==> src/rtl/conv_pkg.sv <==
// Shared parameters for the convolution datapath.
package conv_pkg;

  // Bits per pixel throughout the convolution datapath.
  parameter int unsigned PIXEL_W = 8;

endpackage

==> src/rtl/conv_win3x3_if.sv <==
// Column-in / window-out handshake bundle for conv_win3x3.
//   in_vld_i/in_rdy_o    : input column handshake
//   col_i                : [0] top (oldest), [1] middle, [2] bottom (live pixel)
//   sol_i/eol_i          : first / last column of the line
//   vpad_top_i/_bot_i    : zero the top / bottom pixel of this column
//   win_vld_o/win_rdy_i  : window handshake
//   win_o                : element r*3+c, r=0 top, c=0 left
//   win_sol_o/win_eol_o  : window is first / last of its line
//   err_o                : sticky protocol error
// The slave modport is the window generator; the master modport is its environment.
interface conv_win3x3_if #(
  parameter int unsigned PIXEL_W = conv_pkg::PIXEL_W
);
  logic                    in_vld_i;
  logic                    in_rdy_o;
  logic [2:0][PIXEL_W-1:0] col_i;
  logic                    sol_i;
  logic                    eol_i;
  logic                    vpad_top_i;
  logic                    vpad_bot_i;
  logic                    win_vld_o;
  logic                    win_rdy_i;
  logic [8:0][PIXEL_W-1:0] win_o;
  logic                    win_sol_o;
  logic                    win_eol_o;
  logic                    err_o;

  modport slave (
    input  in_vld_i, col_i, sol_i, eol_i, vpad_top_i, vpad_bot_i, win_rdy_i,
    output in_rdy_o, win_vld_o, win_o, win_sol_o, win_eol_o, err_o
  );

  modport master (
    output in_vld_i, col_i, sol_i, eol_i, vpad_top_i, vpad_bot_i, win_rdy_i,
    input  in_rdy_o, win_vld_o, win_o, win_sol_o, win_eol_o, err_o
  );
endinterface

==> src/rtl/conv_win3x3.sv <==
// 3x3 sliding-window generator with horizontal zero padding and optional
// top/bottom row masking. One window per input column.
//   clk  : rising-edge clock
//   rst  : synchronous active-high reset
//   bus  : conv_win3x3_if slave (column input, window output, err_o)
module conv_win3x3 #(
  parameter int unsigned PIXEL_W = conv_pkg::PIXEL_W
) (
  input logic          clk,
  input logic          rst,
  conv_win3x3_if.slave bus
);

  typedef logic [2:0][PIXEL_W-1:0] col_t;
  typedef logic [8:0][PIXEL_W-1:0] win_t;

  typedef enum logic [1:0] {StLineStart, StInLine, StFlush} state_e;

  state_e state_q, state_d;
  col_t   l_q, l_d, c_q, c_d;
  logic   first_q, first_d;
  logic   err_q, err_d;
  win_t   win_q, win_d;
  logic   win_vld_q, win_vld_d;
  logic   win_sol_q, win_sol_d;
  logic   win_eol_q, win_eol_d;

  col_t   m;
  col_t   right;
  logic   slot_free;
  logic   in_rdy;
  logic   accept;
  logic   emit;
  logic   emit_sol;
  logic   emit_eol;

  always_comb begin
    m = bus.col_i;
    if (bus.vpad_top_i) m[0] = '0;
    if (bus.vpad_bot_i) m[2] = '0;
  end

  assign slot_free = ~win_vld_q | bus.win_rdy_i;
  assign in_rdy    = slot_free & (state_q != StFlush);
  assign accept    = bus.in_vld_i & in_rdy;

  always_comb begin
    state_d  = state_q;
    l_d      = l_q;
    c_d      = c_q;
    first_d  = first_q;
    err_d    = err_q;
    emit     = 1'b0;
    right    = m;
    emit_sol = first_q;
    emit_eol = 1'b0;

    unique case (state_q)
      StLineStart, StInLine: begin
        if (accept) begin
          if (bus.sol_i) begin
            // Left of the first pixel is padding; no window until the next column.
            l_d     = '0;
            c_d     = m;
            first_d = 1'b1;
            state_d = bus.eol_i ? StFlush : StInLine;
          end else if (state_q == StInLine) begin
            emit    = 1'b1;
            first_d = 1'b0;
            l_d     = c_q;
            c_d     = m;
            state_d = bus.eol_i ? StFlush : StInLine;
          end else begin
            // Mid-line beat with no line open: drop it.
            err_d = 1'b1;
          end
        end
      end
      StFlush: begin
        // Last window of the line, right of the last pixel is padding.
        if (slot_free) begin
          emit     = 1'b1;
          right    = '0;
          emit_eol = 1'b1;
          first_d  = 1'b0;
          state_d  = StLineStart;
        end
      end
      default: state_d = StLineStart;
    endcase
  end

  // Output register: reload whenever the slot is free, otherwise hold.
  always_comb begin
    win_vld_d = win_vld_q;
    win_d     = win_q;
    win_sol_d = win_sol_q;
    win_eol_d = win_eol_q;
    if (slot_free) win_vld_d = emit;
    if (emit) begin
      win_d[0]  = l_q[0];
      win_d[1]  = c_q[0];
      win_d[2]  = right[0];
      win_d[3]  = l_q[1];
      win_d[4]  = c_q[1];
      win_d[5]  = right[1];
      win_d[6]  = l_q[2];
      win_d[7]  = c_q[2];
      win_d[8]  = right[2];
      win_sol_d = emit_sol;
      win_eol_d = emit_eol;
    end
  end

  always_ff @(posedge clk) begin
    if (rst) begin
      state_q   <= StLineStart;
      l_q       <= '0;
      c_q       <= '0;
      first_q   <= 1'b0;
      err_q     <= 1'b0;
      win_q     <= '0;
      win_vld_q <= 1'b0;
      win_sol_q <= 1'b0;
      win_eol_q <= 1'b0;
    end else begin
      state_q   <= state_d;
      l_q       <= l_d;
      c_q       <= c_d;
      first_q   <= first_d;
      err_q     <= err_d;
      win_q     <= win_d;
      win_vld_q <= win_vld_d;
      win_sol_q <= win_sol_d;
      win_eol_q <= win_eol_d;
    end
  end

  assign bus.in_rdy_o  = in_rdy;
  assign bus.win_vld_o = win_vld_q;
  assign bus.win_o     = win_q;
  assign bus.win_sol_o = win_sol_q;
  assign bus.win_eol_o = win_eol_q;
  assign bus.err_o     = err_q;

endmodule

==> src/flat_wrapper.sv <==
// flat-port wrapper written by rule: the top's interface ports become plain ports
module conv_win3x3_flat 
#(
  parameter int unsigned PIXEL_W = conv_pkg::PIXEL_W
)
  (clk, rst, bus_in_vld_i, bus_col_i, bus_sol_i, bus_eol_i, bus_vpad_top_i, bus_vpad_bot_i, bus_win_rdy_i, bus_in_rdy_o, bus_win_vld_o, bus_win_o, bus_win_sol_o, bus_win_eol_o, bus_err_o);
  conv_win3x3_if #(.PIXEL_W(PIXEL_W)) bus_i ();
  input logic clk;
  input logic rst;
  input wire logic [$bits(bus_i.in_vld_i)-1:0] bus_in_vld_i;
  input wire logic [$bits(bus_i.col_i)-1:0] bus_col_i;
  input wire logic [$bits(bus_i.sol_i)-1:0] bus_sol_i;
  input wire logic [$bits(bus_i.eol_i)-1:0] bus_eol_i;
  input wire logic [$bits(bus_i.vpad_top_i)-1:0] bus_vpad_top_i;
  input wire logic [$bits(bus_i.vpad_bot_i)-1:0] bus_vpad_bot_i;
  input wire logic [$bits(bus_i.win_rdy_i)-1:0] bus_win_rdy_i;
  output wire logic [$bits(bus_i.in_rdy_o)-1:0] bus_in_rdy_o;
  output wire logic [$bits(bus_i.win_vld_o)-1:0] bus_win_vld_o;
  output wire logic [$bits(bus_i.win_o)-1:0] bus_win_o;
  output wire logic [$bits(bus_i.win_sol_o)-1:0] bus_win_sol_o;
  output wire logic [$bits(bus_i.win_eol_o)-1:0] bus_win_eol_o;
  output wire logic [$bits(bus_i.err_o)-1:0] bus_err_o;
  assign bus_i.in_vld_i = bus_in_vld_i;
  assign bus_i.col_i = bus_col_i;
  assign bus_i.sol_i = bus_sol_i;
  assign bus_i.eol_i = bus_eol_i;
  assign bus_i.vpad_top_i = bus_vpad_top_i;
  assign bus_i.vpad_bot_i = bus_vpad_bot_i;
  assign bus_i.win_rdy_i = bus_win_rdy_i;
  assign bus_in_rdy_o = bus_i.in_rdy_o;
  assign bus_win_vld_o = bus_i.win_vld_o;
  assign bus_win_o = bus_i.win_o;
  assign bus_win_sol_o = bus_i.win_sol_o;
  assign bus_win_eol_o = bus_i.win_eol_o;
  assign bus_err_o = bus_i.err_o;
  conv_win3x3 #(.PIXEL_W(PIXEL_W)) u_core (.clk(clk), .rst(rst), .bus(bus_i));
endmodule
==> config.mk <==
export PLATFORM = sky130hd
export DESIGN_NAME = conv_win3x3_flat
export DESIGN_NICKNAME = d
export VERILOG_FILES = /design/src/rtl/conv_pkg.sv /design/src/rtl/conv_win3x3_if.sv /design/src/rtl/conv_win3x3.sv /design/src/flat_wrapper.sv
export SDC_FILE = /design/constraint.sdc
export NUM_CORES = 1
export LEC_CHECK = 0
export BUFFER_PORTS_ARGS = -buffer_cell sky130_fd_sc_hd__buf_2
export CAP_MARGIN = 40
export CORE_ASPECT_RATIO = 0.5
export CORE_MARGIN = 5
export CORE_UTILIZATION = 42
export DETAILED_ROUTE_END_ITERATION = 6
export HOLD_SLACK_MARGIN = 0.08
export RECOVER_POWER = 50
export SLEW_MARGIN = 15
export SYNTH_ARGS = -nofsm -noshare
export SYNTH_HDL_FRONTEND = slang
export SYNTH_SLANG_ARGS = --single-unit
==> constraint.sdc <==
create_clock -name clk -period 1.8 [get_ports clk]
set_input_delay 0.36 -clock clk [delete_from_list [all_inputs] [get_ports clk]]
set_output_delay 0.36 -clock clk [all_outputs]
set_load 0.05 [all_outputs]
==> impl_summary.md, run 1 <==
Worst setup path
Traced cell by cell, the critical path runs through clkbuf_2 > nor2b_4 > nor2_4 > buf_6. Counting cells, the worst reg-to-reg path comes to 4. The worst setup path is of the register to primary output kind. STA classifies the critical path startpoint as a register. STA puts the critical path data required time at 1.44 ns. Across all register-to-register paths, the minimum setup slack is 0.13 ns.

The origin of the critical flop-to-flop path is u_core.state_q[0]$_SDFFE_PP0P_. The library cell contributing the largest single delay on the critical path is dfxtp_1. On the worst path, the slowest cell contributes a delay of 0.32 ns. In this run the critical register-to-register path is captured at u_core.bus.win_o[64]$_SDFFE_PP0P_. Data on the critical path arrives at its endpoint at 1.37 ns. Of all nets on the critical path, the largest fanout is 6. The worst setup path is captured at a primary output. The critical path launch point is u_core.state_q[1]$_SDFFE_PP0P_.

Die
The die covers 17200 um^2. In this run the core area contains 31 standard-cell rows. In this run the horizontal extent of the chip is 181 um. The vertical die dimension is 95.4 um. The placeable core region is 14400 um^2.

For this configuration, the core starts out at a cell density of 0.425. The top-level I/O count is 109.

Detailed routing
After detailed routing, the number of remaining DRC violations is 0. The detail-routed net length per standard cell is 19.0 um. In the routed layout, each cell is associated on average with a via count of 5.92. The total via count in the routed design is 5618. For this block, the routed nets add up to 18100 um of wire. In this run the remaining antenna-violating nets after routing total 0. The first-pass iteration count of the detailed router is 6. After the first detailed-routing iteration, the DRC count stood at 645.

Run status
The flow ran to the end, and the final reports show no timing, DRC or antenna violations.

Final layout
The filler cells instantiated in the layout total 1374. The final cell utilization of the core is 0.513. The repair_antennas step left the layout with diodes totalling 0.

The most frequent standard cell in the layout excluding fill and tap cells is dfxtp_1. Leaving out fill and tap cells, the most frequent cells in the layout are 126 x dfxtp_1, 99 x nand3_1, 74 x clkbuf_1. The share of layout cells above drive strength 1 is 0.172. From synthesis to final layout, the design area changed by 20.5%.

The net count reported at finish is 772. The finished layout holds 949 standard cells, fillers aside.

Clocking
The worst-skew pair later-pin latency is 0.41 ns. The clock tree synthesis step divided the H-tree into 4 levels. The clock tree from TritonCTS is yes. For this design, the CTS-stage hold fixing added 0 buffers. The number of clock buffers added by TritonCTS is 17. The clock root buffer is clkbuf_16. The sink count of the clock tree is 127. The clock passes through at most 2 buffers. Clock-pin slew was measured on the worst setup and hold paths at 0.06 ns.

Placed design
The estimated wirelength of the detail-placed design is 11200 um. Buffers placed on the I/O ports in this run total 108. The total instance count after detailed placement is 917. At the end of routability-driven placement, the weighted congestion stood at 0.805. The pre-CTS worst setup slack is 0.0734 ns.

Power
Power spread over the standard cell area amounts to 914 nW/um^2. The design draws 0.00674 W. The total leakage power is 2.78 nW.

The largest vdd supply drop is 0.000505 V.

Synth
The cell count after synthesis came out at 662. The number of warnings issued by yosys is 0. The average cell area after synthesis is 9.25 um^2.

Counting every net in the synthesized netlist gives 694. For this run, the register share of the synthesized area comes to 0.415. The combined area of all synthesized cells is 6120 um^2.

The count of different cell masters after synthesis is 39. In this run, synthesis produced a sequential element count of 127.

STA
Setup slack on the critical path of the routed design comes to 0.0690 ns. The count of endpoints failing setup in the final report is 0. For this run, the top clock speed supported by timing is 578 MHz. The clock arrives with 0.0120 ns of skew.

The clock period minus final worst setup slack is 1.73 ns. Headroom to the max-slew limit came out at 0.463. The final max-slew violation count was 0. Setup repair after global routing left no endpoint under its margin. Dividing the final minimum period by the clock period gives 0.962. After routing, the total negative slack on setup checks comes to 0 ns. At the pin with the least slew margin, the transition time is 0.800 ns. The hold violation total from the final report is 0.

Hold path
In this run the most critical hold path is launched from bus_col_i[12]. The path class of the tightest hold or removal check is input pin to register. The path with the worst hold slack has its endpoint at u_core.bus.win_o[44]$_SDFFE_PP0P_. The number of cells on the worst hold path is 2.

Global routing
The first global-routing pass estimated 28800 um of wire. The number of global-route vias before repair was 5252. Entering global routing, the biggest net connects 75 pins. The aggregate global-route resource usage is 0.207.

The number of antenna violations at the first check in global routing was 1. The total overflow left after global routing is 0.

Flow run
The tool flagged a number of max-cap violations equal to 0.
[registers in the layout, summed over array words and instances, names as in the netlist]
register / flops
u_core.state_q: 2
u_core.l_q: 24
u_core.bus.win_vld_o: 1
u_core.bus.win_eol_o: 1
u_core.emit_sol: 1
u_core.bus.win_o: 72
u_core.bus.err_o: 1
u_core.c_q: 24
u_core.bus.win_sol_o: 1
[critical path: cells and delay by family (launching register included)]
kind | cells | cell delay (ns)
buffers and inverters | 2 | 0.33
flip-flops | 1 | 0.32
AND/OR/NAND/NOR | 2 | 0.30
[Yosys cell counts]
cell type	n	area, um^2
dfxtp_1	127	2540
nand3_1	99	495
nor2b_1	60	375
clkbuf_1	54	203
a31oi_1	50	313
nor4bb_1	50	500
nand4_1	49	307
o31ai_1	31	233
buf_2	20	100
nand2b_1	19	119
inv_1	16	60.1
a21bo_1	13	130
a21bo_2	10	100
o32ai_2	10	163
a32o_1	9	90.1
mux2_2	9	101
o32ai_1	5	43.8
a21oi_1	3	15.0
buf_1	3	11.3
buf_6	3	33.8
nand2_1	2	7.51
nor2_1	2	7.51
o211ai_1	2	15.0
a21oi_2	1	8.76
a311o_1	1	10.0
a31o_2	1	8.76
and2_1	1	6.26
clkinv_1	1	3.75
mux2_4	1	15.0
nand4bb_1	1	11.3
nor2_2	1	6.26
nor2b_4	1	13.8
nor3_1	1	5.00
nor3_4	1	16.3
nor3b_1	1	7.51
nor4_4	1	21.3
o21ai_1	1	5.00
or3_1	1	6.26
or4_4	1	11.3
[worst max-delay path by stage]
stage	cells past startpoint	endpoint	slack [ns]
4_1_cts	4	bus_in_rdy_o	0.006
5_1_grt	4	bus_in_rdy_o	0.01
2_1_floorplan	4	bus_in_rdy_o	0.04
3_3_place_gp	5	u_core.c_q[14]$_SDFFE_PP0P_	0.1
6_report	4	bus_in_rdy_o	0.07
3_5_place_dp	5	u_core.c_q[4]$_SDFFE_PP0P_	0.07
[layout make-up]
class | count | area [um^2] | share of cell area
clock inverter | 11 | 119 | 0.0161
tap | 198 | 248 | 0.0336
inverter | 17 | 63.8 | 0.00865
clock buffer | 19 | 443 | 0.0600
multi-input combinational | 438 | 3150 | 0.427
timing repair buffer | 139 | 808 | 0.110
sequential | 127 | 2540 | 0.345
[report_power, final]
part	total [W]	switching (W)	leakage, nW	internal (W)
Combinational	0.000572	0.000384	1.49	0.000188
Sequential	0.00287	0.0000189	1.03	0.00286
Clock	0.00329	0.00125	0.266	0.00205
Total	0.00674	0.00165	2.78	0.00509
[logic make-up after synthesis]
| kind of cell | count (synthesis) | share of synthesized area |
|---|---|---|
| muxes | 10 | 0.0190 |
| buffers and inverters | 97 | 0.0672 |
| and+or+nand+nor | 291 | 0.313 |
| DFF | 127 | 0.415 |
| AOI/OAI and AO/OA | 137 | 0.185 |
[metal layers]
metal  up-vias  share of wire  global-route usage
met5         -        0.00061                   0
met4         2         0.0082              0.0560
met3        19          0.067              0.0537
met2       204           0.41               0.292
met1      2703           0.51               0.310
li1       2690              -                   -
[what timing repair did]
action | 4_1_cts | 5_1_grt
resized for setup | 2 | 5
pin swaps | 0 | 1
setup endpoints to repair | 2 | 8
buffers inserted | 0 | 2
[through the flow]
stage	instance area, um^2	hold slack, ns
detailed placement	6940	0.467
CTS	7500	0.156
floorplan	6130	0.485
global route	7380	0.173
finish	7380	0.170
global placement	6940	0.462
Note: power is estimated with default switching activity, not from simulation.
==> run 2, diff against run 1 <==
--- a/config.mk
+++ b/config.mk
@@ -5,13 +5,17 @@
 export SDC_FILE = /design/constraint.sdc
 export NUM_CORES = 1
 export LEC_CHECK = 0
-export BUFFER_PORTS_ARGS = -buffer_cell sky130_fd_sc_hd__buf_2
+export BUFFER_PORTS_ARGS = -buffer_cell sky130_fd_sc_hd__buf_4
 export CAP_MARGIN = 40
+export CELL_PAD_IN_SITES_DETAIL_PLACEMENT = 2
+export CELL_PAD_IN_SITES_GLOBAL_PLACEMENT = 2
 export CORE_ASPECT_RATIO = 0.5
 export CORE_MARGIN = 5
-export CORE_UTILIZATION = 42
+export CORE_UTILIZATION = 34
+export CTS_CLUSTER_SIZE = 8
 export DETAILED_ROUTE_END_ITERATION = 6
 export HOLD_SLACK_MARGIN = 0.08
+export PLACE_DENSITY_LB_ADDON = 0.1
 export RECOVER_POWER = 50
 export SLEW_MARGIN = 15
 export SYNTH_ARGS = -nofsm -noshare
==> impl_summary.md, run 2 (synthesis gave the netlist of run 1 again) <==
STA
The worst clock skew is 0.00810 ns. For the finished layout, the period the worst path requires is 1.73 ns. For the pin with the worst max-slew slack, the measured transition is 0.543 ns. Setup repair after global routing left no endpoint under its margin. The part of the cycle the worst path needs is 0.960. The relative max-transition margin is 0.638. The post-layout worst setup margin is 0.0713 ns. The final max-slew violation count is 0. The hold violation total from the final report is 0.

The highest achievable clock rate is 578 MHz. The count of endpoints failing setup in the final report is 0. The post-route setup TNS is 0 ns.

Final layout
The number of filler cells placed in the layout is 1883. In the layout the commonest cells are 149 x buf_4, 124 x dfxtp_1, 99 x nand3_1. The net count of the finished layout is 791. The register with the most flip-flops in the layout has 72 of them. 0 antenna diodes ended up in the layout. The synthesis-to-layout area growth is 30.2%. The count of placed standard cells in the final layout, fillers left out is 1005. The library cell used most frequently in the layout, excluding fill and tap cells, is buf_4. The share of layout cells above drive strength 1 is 0.305.

Die
The initial core utilization is 0.349. Row generation in the floorplan step produced 34 rows. The area enclosed by the die boundary is 21000 um^2. The placeable core region is 17500 um^2. Pin placement for this block handled 109 I/O pins. From left edge to right edge, the die measures 200 um. Measured along the y axis, the die boundary spans 105 um.

Placed design
The pre-CTS worst setup slack is 0.104 ns. The number of input and output port buffers inserted is 108. The total instance count after detailed placement is 969.

The placer's final routability congestion estimate is 0.783. After legalization and detailed placement, the total HPWL measured 15300 um.

Worst setup path
The origin of the critical flop-to-flop path is u_core.state_q[1]$_SDFFE_PP0P_. The biggest fanout along the worst timing path is 33. The cell type with the highest occurrence count on the critical path is buf_4. For this run, the slowest stage of the critical path takes 0.33 ns. The required time of the critical path is 1.44 ns. For this design, the slowest cell found on the critical path is buf_4. The arrival time at the worst endpoint is 1.37 ns. The startpoint type of the worst setup path is a register. The most critical setup path has its startpoint at u_core.bus.win_vld_o$_SDFFE_PP0N_. The type of destination of the critical path is a primary output. The classification of the worst setup path is register to primary output. The critical path goes through buf_4 > buf_4.

Detailed routing
After detailed routing, the number of vias per cell comes to 5.70. The detail-routed net length per standard cell is 22.9 um. The number of nets still failing antenna checks after routing is 0. After detailed routing, the number of remaining DRC violations is 0. The total via count in the routed design is 5724. The first detailed-routing pass took 4 iterations. The final wirelength is 23000 um. The number of DRC markers in iteration 0 is 270.

Global routing
The total congestion overflow after global routing is 0. The first global-routing pass estimated 36600 um of wire. In the global route stage, overall resource usage came out at 0.223. The number of global-route vias before repair came to 6247. The largest net degree at the start of global routing is 69. The number of antenna violations at the first check in global routing was 0.

Power
The analysis attributes to cell leakage a power of 3.24 nW. Of the total power, combinational logic draws 0.094. The total power consumption of the routed design is 0.00697 W.

Of the total power, registers draw 0.413. The total internal power is 0.00518 W. For this design the ratio of total power to cell area is 874 nW/um^2. The share of total power in the clock network is 0.494.

The reported net switching power is 0.00179 W. The largest vdd supply drop is 0.000660 V. Of the total power, the share spent switching nets is 0.257.

Clocking
The later pin in the worst-skew pair is clocked with a latency of 0.43 ns. The CTS H-tree depth is 4. The worst-case clock buffer depth is 2.

The register clock-pin slew on the reported worst setup and hold paths is 0.06 ns. The sink count of the clock tree is 127. The number of CTS-inserted buffers is 17. The clock tree from TritonCTS is yes. The tree is rooted in a clkbuf_16.

Run status
The flow ran to the end, and the final reports show no timing, DRC or antenna violations.

Hold path
The worst hold path belongs to the class input pin to register. The worst hold path begins at bus_col_i[12].

Flow run
Max-cap violations in this run came to 0.
## run 2: cell types whose count changed in the layout (fill, tap and decap cells not counted), moves of 3 or more
cell,delta
buf_4,+130
clkbuf_1,-73
buf_2,-31
o32ai_1,-7
o32ai_2,+7
clkbuf_2,-3
## run 2: path summary, 6_finish.rpt
check	cells after the start	slack, ns	endpoint
worst max-delay path	2	0.07	bus_win_vld_o
worst min-delay path	2	0.16	u_core.bus.win_o[44]$_SDFFE_PP0P_
worst max register to register	4	0.13	u_core.c_q[4]$_SDFFE_PP0P_
worst min register to register	2	0.48	u_core.bus.win_o[65]$_SDFFE_PP0P_
## run 2: stage by stage
step	area (um^2)	hold slack, ns	util
after floorplan	6130	0.485	-
after CTS	7950	0.142	0.453
after global placement	7360	0.468	0.420
final	7970	0.158	0.455
after detailed placement	7360	0.477	0.420
after global routing	7970	0.153	0.455
## run 2: critical path, delay by kind of cell (launching register included)
family / cells / cell delay (ns)
flip-flops: 1 / 0.32
buffers and inverters: 2 / 0.60
## run 2: power by group through the flow
stage	clock network (W)	logic [W]	registers [W]
after global placement	0	0.000632	0.00293
final	0.00344	0.000653	0.00288
after detailed placement	0	0.000640	0.00294
after global routing	0.00364	0.000694	0.00288
after CTS	0.00351	0.000647	0.00288
after floorplan	0	0.000319	0.00298
## run 2: layout make-up
class / count / area [um^2] / share of cell area
multi-input cells: 438 / 3210 / 0.402
flip-flops and latches: 127 / 2550 / 0.319
repair buffers: 158 / 1290 / 0.162
clock buffers: 20 / 457 / 0.0573
well taps: 234 / 293 / 0.0367
clock inverters: 11 / 116 / 0.0146
inverters: 17 / 63.8 / 0.00800
## run 2: what timing repair did
item                                   4_1_cts  5_1_grt
setup endpoints to repair                    1        1
endpoints found under the hold margin        0        0
hold buffers                                 0        0
setup buffers                                2        2
resized for setup                            1        2
gates cloned                                 0        0
## run 2: per-layer routing
layer / GRT usage / wire, um / up-vias
met3: 0.0563 / 1370 / 22
met1: 0.327 / 11300 / 2885
met2: 0.326 / 10100 / 102
met4: 0.0538 / 270 / 0
met5: 0 / 0 / -
li1: - / - / 2715
==> run 3, diff against run 2 <==
--- a/config.mk
+++ b/config.mk
@@ -7,16 +7,15 @@
 export LEC_CHECK = 0
 export BUFFER_PORTS_ARGS = -buffer_cell sky130_fd_sc_hd__buf_4
 export CAP_MARGIN = 40
-export CELL_PAD_IN_SITES_DETAIL_PLACEMENT = 2
-export CELL_PAD_IN_SITES_GLOBAL_PLACEMENT = 2
+export CELL_PAD_IN_SITES_DETAIL_PLACEMENT = 0
+export CELL_PAD_IN_SITES_GLOBAL_PLACEMENT = 1
 export CORE_ASPECT_RATIO = 0.5
 export CORE_MARGIN = 5
-export CORE_UTILIZATION = 34
+export CORE_UTILIZATION = 42
 export CTS_CLUSTER_SIZE = 8
 export DETAILED_ROUTE_END_ITERATION = 6
 export HOLD_SLACK_MARGIN = 0.08
 export PLACE_DENSITY_LB_ADDON = 0.1
-export RECOVER_POWER = 50
 export SLEW_MARGIN = 15
 export SYNTH_ARGS = -nofsm -noshare
 export SYNTH_HDL_FRONTEND = slang
==> impl_summary.md, run 3 (synthesis gave the netlist of run 1 again) <==
Final layout
The share of layout cells above drive strength 1 is 0.299. The top cell types in the final layout, fill and taps aside, are 146 x buf_4, 126 x dfxtp_1, 99 x nand3_1. The most frequent standard cell in the layout excluding fill and tap cells is buf_4. The post-route standard cell area excluding fillers is 7960 um^2. The synthesis-to-layout area growth is 30.1%. The register with the most flip-flops in the layout has 72 of them. The final layout contains 787 nets. The number of antenna diodes is 0. The final cell utilization of the core is 0.553.

Flow run
Max-cap violations in this run came to 0.

STA
The highest achievable clock rate is 576 MHz. In the final timing run, aggregate negative setup slack is 0 ns. The part of the cycle the worst path needs is 0.965. The clock period minus final worst setup slack is 1.74 ns.

The count of endpoints failing setup in the final report is 0. At the pin with the least slew margin, the transition time is 0.472 ns. The hold violation total from the final report is 0. Headroom to the max-slew limit came out at 0.685. The final max-slew violation count came to 0.

Setup repair after global routing left no endpoint under its margin. The post-layout worst setup margin is 0.0626 ns. On the final layout, the worst hold slack is 0.166 ns.

The worst clock skew is 0.0110 ns.

Detailed routing
Dividing the detail-routed wire length by the instance count gives 19.8 um. The first routing iteration left 508 violations. The total via count in the routed design is 5650. The met3 wirelength from detailed routing is 1500 um. The number of nets still failing antenna checks after routing is 0.

The met2 wire length is 7820 um. The topmost layer with routed signal wires is met4. The via density per instance is 5.85.

The first-pass iteration count of the detailed router is 5. For this block, wires on met1 add up to 9700 um. For this run, design rule violations remaining after detail routing come to 0. After detailed routing, the total wire length is 19100 um.

Worst setup path
The required time of the critical path is 1.44 ns. The startpoint type of the worst setup path is a register. In this design, the stage delay of the slowest critical-path cell is 0.32 ns. The biggest fanout along the worst timing path is 6. The library cell contributing the largest single delay on the critical path is dfxtp_2. The arrival time at the worst endpoint is 1.38 ns. By instance count, the cell type seen most on the critical path is buf_4.

The critical path goes through nor2b_4 > buf_4 > nor2_2 > buf_4. The setup path with the least slack is of type register to primary output. STA classifies the critical path endpoint as a primary output.

Global routing
The aggregate global-route resource usage is 0.221. Global routing finished with a remaining overflow of 0. The number of global-route vias before repair came to 5363. The largest net degree at the start of global routing is 67. The number of antenna violations at the first check in global routing is 0.

The first global-routing pass estimated 30400 um of wire.

Clocking
The setup fix buffers added after clock tree synthesis is 0. The worst-case clock buffer depth is 2. In this run, post-CTS repair resized a total of 0 instances. The H-tree was split into 4 levels.

In this run, post-CTS hold repair placed 0 buffers. TritonCTS built the clock tree. The register clock-pin slew on the reported worst setup and hold paths is 0.06 ns. The worst-skew pair later-pin latency is 0.41 ns. In this run the clock root is driven by a clkbuf_16. The sink count of the clock tree is 127. The number of CTS-inserted buffers is 17.

Power
The share of total power dissipated in sequential elements is 0.393. The share of total power in the clock network is 0.520. In this run the static leakage power is 3.24 nW. Of the total power, the share spent switching nets is 0.244. The reported net switching power is 0.00178 W. In this run the power density over the cells is 917 nW/um^2. The largest vdd supply drop is 0.000521 V. Cell internal power was estimated by the tool at 0.00552 W. The share of total power dissipated in combinational logic is 0.087.

Die
The top-level I/O count is 109. In this run the vertical extent of the chip is 95.4 um. The width of the die is 181 um. The core region is 14400 um^2. For this configuration, the core starts out at a cell density of 0.425.

The area enclosed by the die boundary is 17200 um^2. The row count is 31.

Placed design
The number of input and output port buffers inserted is 108. Once placement finished, the instance area stood at 7310 um^2. Once detailed placement completed, the half-perimeter wirelength came to 11900 um. The pre-CTS worst setup slack is 0.117 ns. Routability-driven placement finished with a final weighted congestion of 0.794.

Run status
The flow ran to the end, and the final reports show no timing, DRC or antenna violations.

Hold path
The tightest min-delay check is of the input pin to register type.
-- run 3: power groups by stage --
stage,combinational [W],sequential (W),clock [W]
after floorplan,0.000319,0.00298,0
final,0.000636,0.00287,0.00380
after global routing,0.000676,0.00287,0.00397
after detailed placement,0.000631,0.00293,0
after global placement,0.000628,0.00293,0
after CTS,0.000633,0.00287,0.00385
-- run 3: area by class of cell --
class / count / area (um^2)
clock buffers: 20 / 467
well taps: 198 / 248
fillers: 1325 / 6430
repair buffers: 154 / 1260
flip-flops and latches: 127 / 2540
multi-input cells: 438 / 3200
clock inverters: 12 / 181
inverters: 17 / 63.8
-- run 3: stage by stage --
stage | power [W] | instances
6_report | 0.00730 | 966
5_1_grt | 0.00752 | 966
4_1_cts | 0.00736 | 966
3_5_place_dp | 0.00356 | 934
3_3_place_gp | 0.00356 | 934
2_1_floorplan | 0.00330 | 662
-- run 3: final timing paths --
kind                            slack (ns)                           endpoint  cells past startpoint                              start
worst min-delay path                  0.17  u_core.bus.win_o[43]$_SDFFE_PP0P_                      2                      bus_col_i[11]
worst min register to register        0.48  u_core.bus.win_o[65]$_SDFFE_PP0P_                      2  u_core.bus.win_o[65]$_SDFFE_PP0P_
worst max-delay path                  0.06                       bus_in_rdy_o                      4  u_core.bus.win_vld_o$_SDFFE_PP0N_
worst max register to register        0.20         u_core.c_q[4]$_SDFFE_PP0P_                      6     u_core.state_q[1]$_SDFFE_PP0P_
-- run 3: worst max-delay path, delay by kind of cell (launching register included) --
| family | cells | cell delay, ns |
|---|---|---|
| buffers and inverters | 2 | 0.38 |
| DFF | 1 | 0.32 |
| and+or+nand+nor | 2 | 0.28 |
-- run 3: layer usage --
metal / track usage / vias to the layer above
met5: 0 / -
met3: 0.0530 / 7
met4: 0.0497 / 0
met1: 0.339 / 2696
met2: 0.310 / 225
li1: - / 2722
